[src/rtl/bit_stream_pkg.sv]
// bit_stream_pkg: shared pattern codes, FSM states and counter width for the 1-bit stream source
package bit_stream_pkg;
  localparam int CW = 11;
  typedef enum logic [1:0] {PAT_ZERO, PAT_ONE, PAT_CHECK, PAT_GRID} pattern_e;
  typedef enum logic [2:0] {S_IDLE, S_LEAD, S_ACTIVE, S_TAIL, S_GAP} state_e;
endpackage

[src/rtl/bit_pattern_gen.sv]
// bit_pattern_gen: combinational 1-bit test pattern from active pixel/line index low bits
module bit_pattern_gen
  import bit_stream_pkg::*;
(
  input  logic [2:0] x_i,
  input  logic [2:0] y_i,
  input  logic [1:0] pat_i,
  output logic       bit_o
);
  always_comb
    bit_o = pat_i == PAT_ONE   ? 1'b1 :
            pat_i == PAT_CHECK ? x_i[0] ^ y_i[0] :
            pat_i == PAT_GRID  ? (x_i == 3'd0 && y_i == 3'd0) : 1'b0;
endmodule

[src/rtl/bit_frame_generator.sv]
// bit_frame_generator: frame timing FSM and registered 1-bit test-pattern video source
module bit_frame_generator
  import bit_stream_pkg::*;
#(
  parameter logic [CW-1:0] IMG_HDISP = 11'd640,
  parameter logic [CW-1:0] IMG_VDISP = 11'd480,
  parameter logic [CW-1:0] H_BLANK   = 11'd160,
  parameter logic [CW-1:0] V_LEAD    = 11'd2,
  parameter logic [CW-1:0] V_TAIL    = 11'd2,
  parameter logic [CW-1:0] V_GAP     = 11'd100
) (
  input  logic       clk,
  input  logic       rst,
  input  logic       start,
  input  logic       continuous,
  input  logic [1:0] pattern_sel,
  output logic       post_frame_vsync,
  output logic       post_frame_href,
  output logic       post_img_Bit,
  output logic       busy,
  output logic       frame_done
);
  localparam logic [CW-1:0] LAST_X = IMG_HDISP + H_BLANK - 11'd1;
  localparam state_e FIRST = V_LEAD != 11'd0 ? S_LEAD : S_ACTIVE;
  localparam state_e AFTER = V_TAIL != 11'd0 ? S_TAIL : S_GAP;
  state_e state_q, state_d;
  logic [CW-1:0] x_q, x_d, y_q, y_d;
  logic [1:0] pat_q, pat_d;
  logic line_end, gap_end, href_c, pix;
  always_comb begin
    line_end = x_q == LAST_X;
    gap_end  = state_q == S_GAP && x_q == V_GAP - 11'd1;
    href_c   = state_q == S_ACTIVE && x_q < IMG_HDISP;
    pat_d    = (state_q == S_IDLE && start) || (gap_end && continuous) ? pattern_sel : pat_q;
    state_d  = state_q;
    x_d      = line_end ? '0 : x_q + 11'd1;
    y_d      = line_end ? y_q + 11'd1 : y_q;
    case (state_q)
      S_IDLE: begin
        x_d = '0;
        y_d = '0;
        if (start) state_d = FIRST;
      end
      S_LEAD: if (line_end && y_q == V_LEAD - 11'd1) begin
        state_d = S_ACTIVE;
        y_d = '0;
      end
      S_ACTIVE: if (line_end && y_q == IMG_VDISP - 11'd1) begin
        state_d = AFTER;
        y_d = '0;
      end
      S_TAIL: if (line_end && y_q == V_TAIL - 11'd1) begin
        state_d = S_GAP;
        y_d = '0;
      end
      S_GAP: begin
        // the gap reuses x as a plain cycle counter, independent of line length
        x_d = gap_end ? '0 : x_q + 11'd1;
        y_d = '0;
        if (gap_end) state_d = continuous ? FIRST : S_IDLE;
      end
      default: state_d = S_IDLE;
    endcase
  end
  bit_pattern_gen u_pat (
    .x_i  (x_q[2:0]),
    .y_i  (y_q[2:0]),
    .pat_i(pat_q),
    .bit_o(pix)
  );
  always_ff @(posedge clk or posedge rst)
    if (rst) begin
      state_q          <= S_IDLE;
      x_q              <= '0;
      y_q              <= '0;
      pat_q            <= '0;
      post_frame_vsync <= 1'b0;
      post_frame_href  <= 1'b0;
      post_img_Bit     <= 1'b0;
      busy             <= 1'b0;
      frame_done       <= 1'b0;
    end else begin
      state_q          <= state_d;
      x_q              <= x_d;
      y_q              <= y_d;
      pat_q            <= pat_d;
      post_frame_vsync <= state_q inside {S_LEAD, S_ACTIVE, S_TAIL};
      post_frame_href  <= href_c;
      post_img_Bit     <= href_c && pix;
      busy             <= state_q != S_IDLE && !(gap_end && !continuous);
      frame_done       <= gap_end;
    end
endmodule

[config.mk]
export PLATFORM = sky130hd
export DESIGN_NAME = bit_frame_generator
export DESIGN_NICKNAME = d
export VERILOG_FILES = /design/src/rtl/bit_stream_pkg.sv /design/src/rtl/bit_pattern_gen.sv /design/src/rtl/bit_frame_generator.sv
export SDC_FILE = /design/constraint.sdc
export NUM_CORES = 1
export LEC_CHECK = 0
export BUFFER_PORTS_ARGS = -buffer_cell sky130_fd_sc_hd__buf_2
export CAP_MARGIN = 10
export CORE_ASPECT_RATIO = 1.5
export CORE_UTILIZATION = 40
export DETAILED_ROUTE_END_ITERATION = 16
export HOLD_SLACK_MARGIN = 0.12
export PLACE_DENSITY_LB_ADDON = 0.2
export SYNTH_ARGS = -nofsm -noshare
export SYNTH_HDL_FRONTEND = slang
export SYNTH_SLANG_ARGS = --single-unit
[constraint.sdc]
create_clock -name clk -period 5 [get_ports clk]
set_clock_uncertainty 0.2 [all_clocks]
set_input_delay 0.75 -clock clk [delete_from_list [all_inputs] [get_ports clk]]
set_output_delay 0.75 -clock clk [all_outputs]
set_load 0.02 [all_outputs]
==> key figures, run 1 <==
Critical path
  – CP max-delay cell: o2bb2ai_1
  – Critical path, cell by cell: ha_1 -> and4_1 -> nand4_2 -> o2bb2ai_1 -> a22oi_1
  – Crit path launch type: flip-flop
  – Worst Path Required: 4.91 ns
  – Max incr delay on CP: 0.91 ns
  – Critical path class: reg2reg
  – CP endpoint kind: flip-flop
  – Arr. time, crit path: 2.86 ns
  – Crit Path Max Fanout: 11

Yosys
  – Post-synth top flop: dfrtp_1
  – Mapped Avg Cell Area: 10.2 um^2
  – Distinct cells, synth: 43
  – Sequential-to-total area share from yosys stat: 44.7%
  – Yosys top cell area share: 44.7%
  – Main area contributors after synthesis: dfrtp_1 (45%), a22oi_2 (3.5%), ha_1 (3.5%)
  – Post-synthesis register bit count: 32
  – Largest area contributor in the netlist: dfrtp_1
  – Warnings, synthesis: 0
  – EDFF count, synth: 0
  – Cell area after synthesis: 1790 um^2
  – Post-Syn Nets: 187
  – Cells after Synth: 176
  – Async set-reset flop share out of synthesis: 100%

Finish
  – Area delta synth->final: 10.0%
  – Most frequent cells in the layout: dfrtp_1 (32), nor2_1 (15), inv_1 (10), nand2_1 (10), buf_2 (10)
  – Number of diodes: 0
  – Fin area: 1970 um^2
  – Most common cell after layout, fill and taps aside: dfrtp_1
  – Fill count: 425
  – Share of layout cells above drive strength 1: 19.0%
  – Nets: 199

Clocking
  – Clock insertion delay at the later pin of the skew report: 0.29 ns
  – CTS Buf Count: 5
  – CTS Buffer Depth: 2
  – Clock slew at reported path FFs: 0.07 ns
  – Clock root buffer: clkbuf_8
  – Sink Count: 32
  – CTS tree: done
  – Post-CTS setup buffers: 0
  – Clock H-tree levels: 2
  – Hold_buf cts: 0
  – Quantity of gates resized following cts: 0

Min path
  – Tightest Hold Check Type: reg2reg

Drt
  – Via/cell ratio: 5.86
  – Residual DRC: 0
  – Starting DRT DRC Count: 37
  – Final WL: 3520 um
  – ANT nets after route: 0
  – Vias: 1376
  – Routed WL per cell: 15.0 um
  – TritonRoute pass-1 iters: 4

Global routing
  – GRT Total Usage: 17.2%
  – Initial antenna violation count: 0
  – Grt ovf: 0
  – First-pass GRT wire length: 6270 um
  – Vias in the first global route: 1413
  – Largest net degree at the start of global routing: 33

Pwr
  – Pwr per Cell Area: 259 nW/um^2
  – Total Power: 512 uW
  – Peak VDD IR: 182 uV
  – Lkg Pwr: 0.000858 uW

Floorplanning
  – Die H: 84 um
  – Initial Utilization: 41.9%
  – Num ports: 11
  – Die width: 56.7 um
  – Die area: 4760 um^2
  – Num rows: 29
  – CORE AREA: 4280 um^2

STA
  – Setup TNS: 0 ns
  – Max Clock Freq: 340 MHz
  – Final Max Slew Viols: 0
  – Worst-Margin Slew: 1.04 ns
  – PnR worst setup slack: 2.06 ns
  – Final setup viols: 0
  – Period Utilization, post-route: 58.8%
  – Final worst path period need: 2.94 ns
  – RSZ-0062 raised after global routing: false
  – Hold Fails Final Rpt: 0
  – Max_slew headroom: 30.7%

Placement
  – Post-placement cell area: 1870 um^2
  – Pre-CTS setup slack: 2.08 ns
  – Final GP Congestion: 0.790
  – Port Buf Inserts: 10
  – Hpwl dp: 2590 um

Run
  – Max Cap Violations: 0

Outcome
  – Outcome: complete, no violations
==> per-stage QoR <==
| step | hold slack, ns | instances | utilization, % |
|---|---|---|---|
| 3_3_place_gp | 0.290 | 227 | 43.6 |
| 6_report | 0.310 | 235 | 46.1 |
| 3_5_place_dp | 0.298 | 227 | 43.6 |
| 4_1_cts | 0.314 | 235 | 46.1 |
| 5_1_grt | 0.334 | 235 | 46.1 |
| 2_1_floorplan | 0.281 | 176 | - |
==> cell usage after synthesis (2+ instances only) <==
library cell	n
a21oi_1	3
a22oi_1	3
a22oi_2	5
a31oi_1	2
and2_1	3
and3_1	4
and4_1	2
and4bb_2	2
buf_6	2
clkbuf_1	2
dfrtp_1	32
ha_1	5
inv_1	10
mux2_2	3
nand2_1	10
nand3_1	6
nand4_1	5
nor2_1	15
nor2b_1	4
nor3_1	5
nor4b_1	2
o21a_1	2
o21ai_0	9
o21ai_1	2
o31ai_1	4
or3_1	6
or4_1	3
xnor2_1	5
xor2_1	6
==> routing by layer <==
| metal | vias up | global-route usage (%) | part of all wire (%) | routed length, um |
|---|---|---|---|---|
| li1 | 661 | - | - | - |
| met1 | 693 | 16.8 | 39 | 1370 |
| met5 | - | 0 | 0 | 0 |
| met3 | 5 | 3.72 | 3.0 | 104 |
| met2 | 17 | 32.8 | 56 | 1960 |
| met4 | 0 | 8.18 | 2.2 | 79 |
==> path summary, 6_finish.rpt <==
check	start	to	slack (ns)	cells past startpoint
min in group asynchronous	rst	pat_q[0]	0.33	3
min	pat_q[1]	pat_q[1]	0.31	1
max in group asynchronous	rst	busy	3.97	3
max reg2reg	x_q[0]	y_q[4]	2.06	5
max	x_q[0]	y_q[4]	2.06	5
min reg2reg	pat_q[1]	pat_q[1]	0.31	1
==> area by class of cell <==
class / count / area [um^2] / share of cell area [%]
multi-input cells: 128 / 912 / 46.2
clock buffers: 6 / 72.6 / 3.68
well taps: 46 / 57.6 / 2.92
repair buffers: 11 / 57.6 / 2.92
clock inverters: 2 / 35.0 / 1.78
flip-flops and latches: 32 / 801 / 40.6
inverters: 10 / 37.5 / 1.90
==> worst max-delay path, delay by kind of cell (launching register included) <==
family / cells / cell delay [ns]
AO/OA/AOI/OAI: 2 / 1.13
adder cells (fa/ha/maj): 1 / 0.24
flip-flops: 1 / 0.44
AND/OR/NAND/NOR: 2 / 0.75
==> sequential cells by signal, summed over array words and instances (netlist names) <==
name	cells
busy	1
y_q	11
state_q	3
post_frame_href	1
post_frame_vsync	1
post_img_Bit	1
frame_done	1
x_q	11
pat_q	2
==> where the power goes <==
part	leakage (uW)	switching [uW]	internal [uW]
Sequential	0.000415	0.427	260
Clock	0.0000552	94.3	148
Combinational	0.000388	6.28	3.31
Total	0.000858	101	411
==> kinds of logic after synthesis <==
| logic type | after synthesis | share of synthesized area (%) |
|---|---|---|
| AO/OA/AOI/OAI | 36 | 15.0 |
| XOR/XNOR | 11 | 5.37 |
| adder cells (fa/ha/maj) | 5 | 3.49 |
| buffers and inverters | 16 | 4.47 |
| flip-flops | 32 | 44.7 |
| multiplexers | 4 | 2.44 |
| AND/OR/NAND/NOR | 72 | 24.6 |
Note: power is estimated with default switching activity, not from simulation.
==> run 2, diff against run 1 <==
Settings changed: ABC_AREA from default to 1.
Clock period 5 ns to 2.85 ns, I/O delays scaled along.
==> key figures, run 2 <==
Floorplanning
  – Die area: 5410 um^2 (was 4760 um^2)
  – CORE AREA: 4890 um^2 (was 4280 um^2)
  – Num ports: 11 (unchanged)
  – Die width: 60.4 um (was 56.7 um)
  – Num rows: 31 (was 29)
  – Initial Utilization: 41.8% (was 41.9%)
  – Die H: 89.6 um (was 84 um)

Critical path
  – CP top delay family: simple AND/OR/NAND/NOR gates (was compound AO/OA/AOI/OAI gates)
  – Crit path launch type: flip-flop (unchanged)
  – Crit Path Max Fanout: 16 (was 11)
  – CP endpoint kind: flip-flop (unchanged)
  – Arr. time, crit path: 2.03 ns (was 2.86 ns)
  – Worst Path Required: 2.82 ns (was 4.91 ns)
  – Max incr delay on CP: 0.43 ns (was 0.91 ns)
  – Reg2reg start: x_q[0] (unchanged)
  – Critical path class: reg2reg (unchanged)
  – Worst reg2reg path depth: 8 (was 5)
  – Critical path, cell by cell: ha_1 -> nand4_4 -> nor2_8 -> nand2_1 -> nand2_4 -> nand3b_4 -> nand2_1 -> inv_1 (was ha_1 -> and4_1 -> nand4_2 -> o2bb2ai_1 -> a22oi_1)
  – Critical R2R Capture: y_q[8] (was y_q[4])
  – Buffers and inverters on the worst path: 1 (was 0)
  – CP max-delay cell: dfrtp_1 (was o2bb2ai_1)
  – Most frequent CP cell: nand2_1
  – Reg-to-reg setup timing slack: 0.79 ns (was 2.06 ns)

Min path
  – Hold EP: pat_q[0] (was pat_q[1])
  – Worst Min Path Start: pattern_sel[0] (was pat_q[1])
  – Tightest Hold Check Type: in2reg (was reg2reg)
  – Hold Path Depth: 3 (was 1)

STA
  – Max Clock Freq: 486 MHz (was 340 MHz)
  – Worst-Margin Slew: 0.663 ns (was 1.04 ns)
  – Final Max Slew Viols: 0 (unchanged)
  – Period Utilization, post-route: 72.2% (was 58.8%)
  – Hold Fails Final Rpt: 0 (unchanged)
  – Final setup viols: 0 (unchanged)
  – Final worst path period need: 2.06 ns (was 2.94 ns)
  – RSZ-0062 raised after global routing: false (unchanged)
  – Setup TNS: 0 ns (unchanged)
  – Max_slew headroom: 55.4% (was 30.7%)
  – PnR worst setup slack: 0.793 ns (was 2.06 ns)

Yosys
  – Most instantiated library cell after synthesis: nand2_1 (was dfrtp_1)
  – Post-synth top flop: dfrtp_1 (unchanged)
  – Async set-reset flop share out of synthesis: 100% (unchanged)
  – Yosys top cell area share: 39.2% (was 44.7%)
  – Warnings, synthesis: 0 (unchanged)
  – Largest area contributor in the netlist: dfrtp_1 (unchanged)
  – Sequential-to-total area share from yosys stat: 39.2% (was 44.7%)
  – Post-synthesis register bit count: 32 (unchanged)
  – EDFF count, synth: 0 (unchanged)
  – Distinct cells, synth: 30 (was 43)
  – Mapped Avg Cell Area: 7.12 um^2 (was 10.2 um^2)
  – Cells after Synth: 287 (was 176)
  – Post-Syn Nets: 298 (was 187)
  – Most frequent cells after synthesis: nand2_1 (70), inv_1 (56), nor2_1 (41) (was dfrtp_1 (32), nor2_1 (15), inv_1 (10), nand2_1 (10), o21ai_0 (9))
  – Cell area after synthesis: 2040 um^2 (was 1790 um^2)
  – Main area contributors after synthesis: dfrtp_1 (39%), nand2_1 (13%), inv_1 (10%) (was dfrtp_1 (45%), a22oi_2 (3.5%), ha_1 (3.5%))

Global routing
  – GRT Total Usage: 19.1% (was 17.2%)
  – First-pass GRT wire length: 7630 um (was 6270 um)
  – Largest net degree at the start of global routing: 20 (was 33)
  – Vias in the first global route: 1734 (was 1413)
  – Initial antenna violation count: 0 (unchanged)
  – Grt ovf: 0 (unchanged)

Pwr
  – Pwr per Cell Area: 701 nW/um^2 (was 259 nW/um^2)
  – Total Power: 1590 uW (was 512 uW)
  – Lkg Pwr: 0.00124 uW (was 0.000858 uW)
  – Peak VDD IR: 300 uV (was 182 uV)

Clocking
  – Clock root buffer: clkbuf_8 (unchanged)
  – CTS Buffer Depth: 2 (unchanged)
  – Clock slew at reported path FFs: 0.07 ns (about the same)
  – Quantity of gates resized following cts: 0 (unchanged)
  – Sink Count: 32 (unchanged)
  – Clock H-tree levels: 2 (unchanged)
  – Clock insertion delay at the later pin of the skew report: 0.28 ns (was 0.29 ns)
  – CTS Buf Count: 5 (unchanged)
  – CTS tree: done (unchanged)

Drt
  – Starting DRT DRC Count: 60 (was 37)
  – Via/cell ratio: 4.75 (was 5.86)
  – Vias: 1764 (was 1376)
  – ANT nets after route: 0 (unchanged)
  – Residual DRC: 0 (unchanged)
  – TritonRoute pass-1 iters: 5 (was 4)
  – Final WL: 4290 um (was 3520 um)
  – Routed WL per cell: 11.6 um (was 15.0 um)

Placement
  – Final GP Congestion: 0.843 (was 0.790)
  – Placed Cells: 362 (was 227)
  – Port Buf Inserts: 10 (unchanged)
  – Hpwl dp: 3330 um (was 2590 um)
  – Pre-CTS setup slack: 0.791 ns (was 2.08 ns)

Run
  – Max Cap Violations: 0 (unchanged)

Finish
  – Area delta synth->final: 11.0% (was 10.0%)
  – Most frequent cells in the layout: nand2_1 (70), inv_1 (56), nor2_1 (41) (was dfrtp_1 (32), nor2_1 (15), inv_1 (10), nand2_1 (10), buf_2 (10))
  – Most common cell after layout, fill and taps aside: nand2_1 (was dfrtp_1)
  – Non-filler cells, final: 371 (was 235)
  – Share of layout cells above drive strength 1: 11.5% (was 19.0%)
  – Number of diodes: 0 (unchanged)
  – Post-layout util: 46.4% (was 46.1%)
  – Top Registers: x_q: 11 flops, y_q: 11 flops, state_q: 3 flops (unchanged)
  – Nets: 315 (was 199)

Outcome
  – Outcome: complete, no violations (unchanged)
run 2: worst max path at each step:
stage / from / end / slack, ns / depth (start not counted)
CTS: x_q[0] / y_q[6] / 0.76 / 8
floorplan: x_q[0] / y_q[10] / 1.10 / 8
detailed placement: x_q[0] / y_q[6] / 0.79 / 8
global route: x_q[0] / y_q[8] / 0.62 / 8
finish: x_q[0] / y_q[8] / 0.79 / 8
global placement: x_q[0] / y_q[1] / 0.84 / 8
run 2: cells by family after synthesis:
| logic type | Yosys count | share of synthesized area, % |
|---|---|---|
| XOR/XNOR | 3 | 1.29 |
| adder cells (fa/ha/maj) | 5 | 3.06 |
| AO/OA/AOI/OAI | 19 | 5.69 |
| flip-flops | 32 | 39.2 |
| AND/OR/NAND/NOR | 169 | 39.4 |
| buffers and inverters | 59 | 11.4 |
run 2: repair_timing:
action	CTS	global route
endpoints found under the hold margin	13	0
endpoints found under the setup margin	0	0
hold buffers	1	0
setup buffers	0	0
run 2: worst min-delay path, delay by kind of cell:
family	cells	cell delay, ns
compound gates	1	0.06
buf+inv	1	0.08
simple gates	1	0.04
run 2: metal layers:
layer | GRT usage [%] | up-vias | share of wire (%)
li1 | - | 912 | -
met1 | 22.3 | 802 | 41
met2 | 33.0 | 35 | 53
met3 | 3.47 | 15 | 2.2
met4 | 9.09 | 0 | 3.4
met5 | 0 | - | 0
run 2: where the power goes:
part	internal [uW]	switching, uW	total (uW)
clock network	193	168	361
logic	208	373	582
registers	546	100	646
run 2: area by class of cell:
type | count | area (um^2)
Clock buffer | 6 | 82.6
Clock inverter | 2 | 10.0
Fill cell | 551 | 2620
Inverter | 57 | 214
Multi-Input combinational cell | 196 | 1010
Sequential cell | 32 | 801
Tap cell | 66 | 82.6
Timing Repair Buffer | 12 | 67.6
run 2: metrics by stage:
step,area [um^2],hold WS [ns]
after detailed placement,2170,0.297
after CTS,2270,0.159
after global placement,2170,0.291
final,2270,0.155
after global routing,2270,0.188
after floorplan,2040,0.290
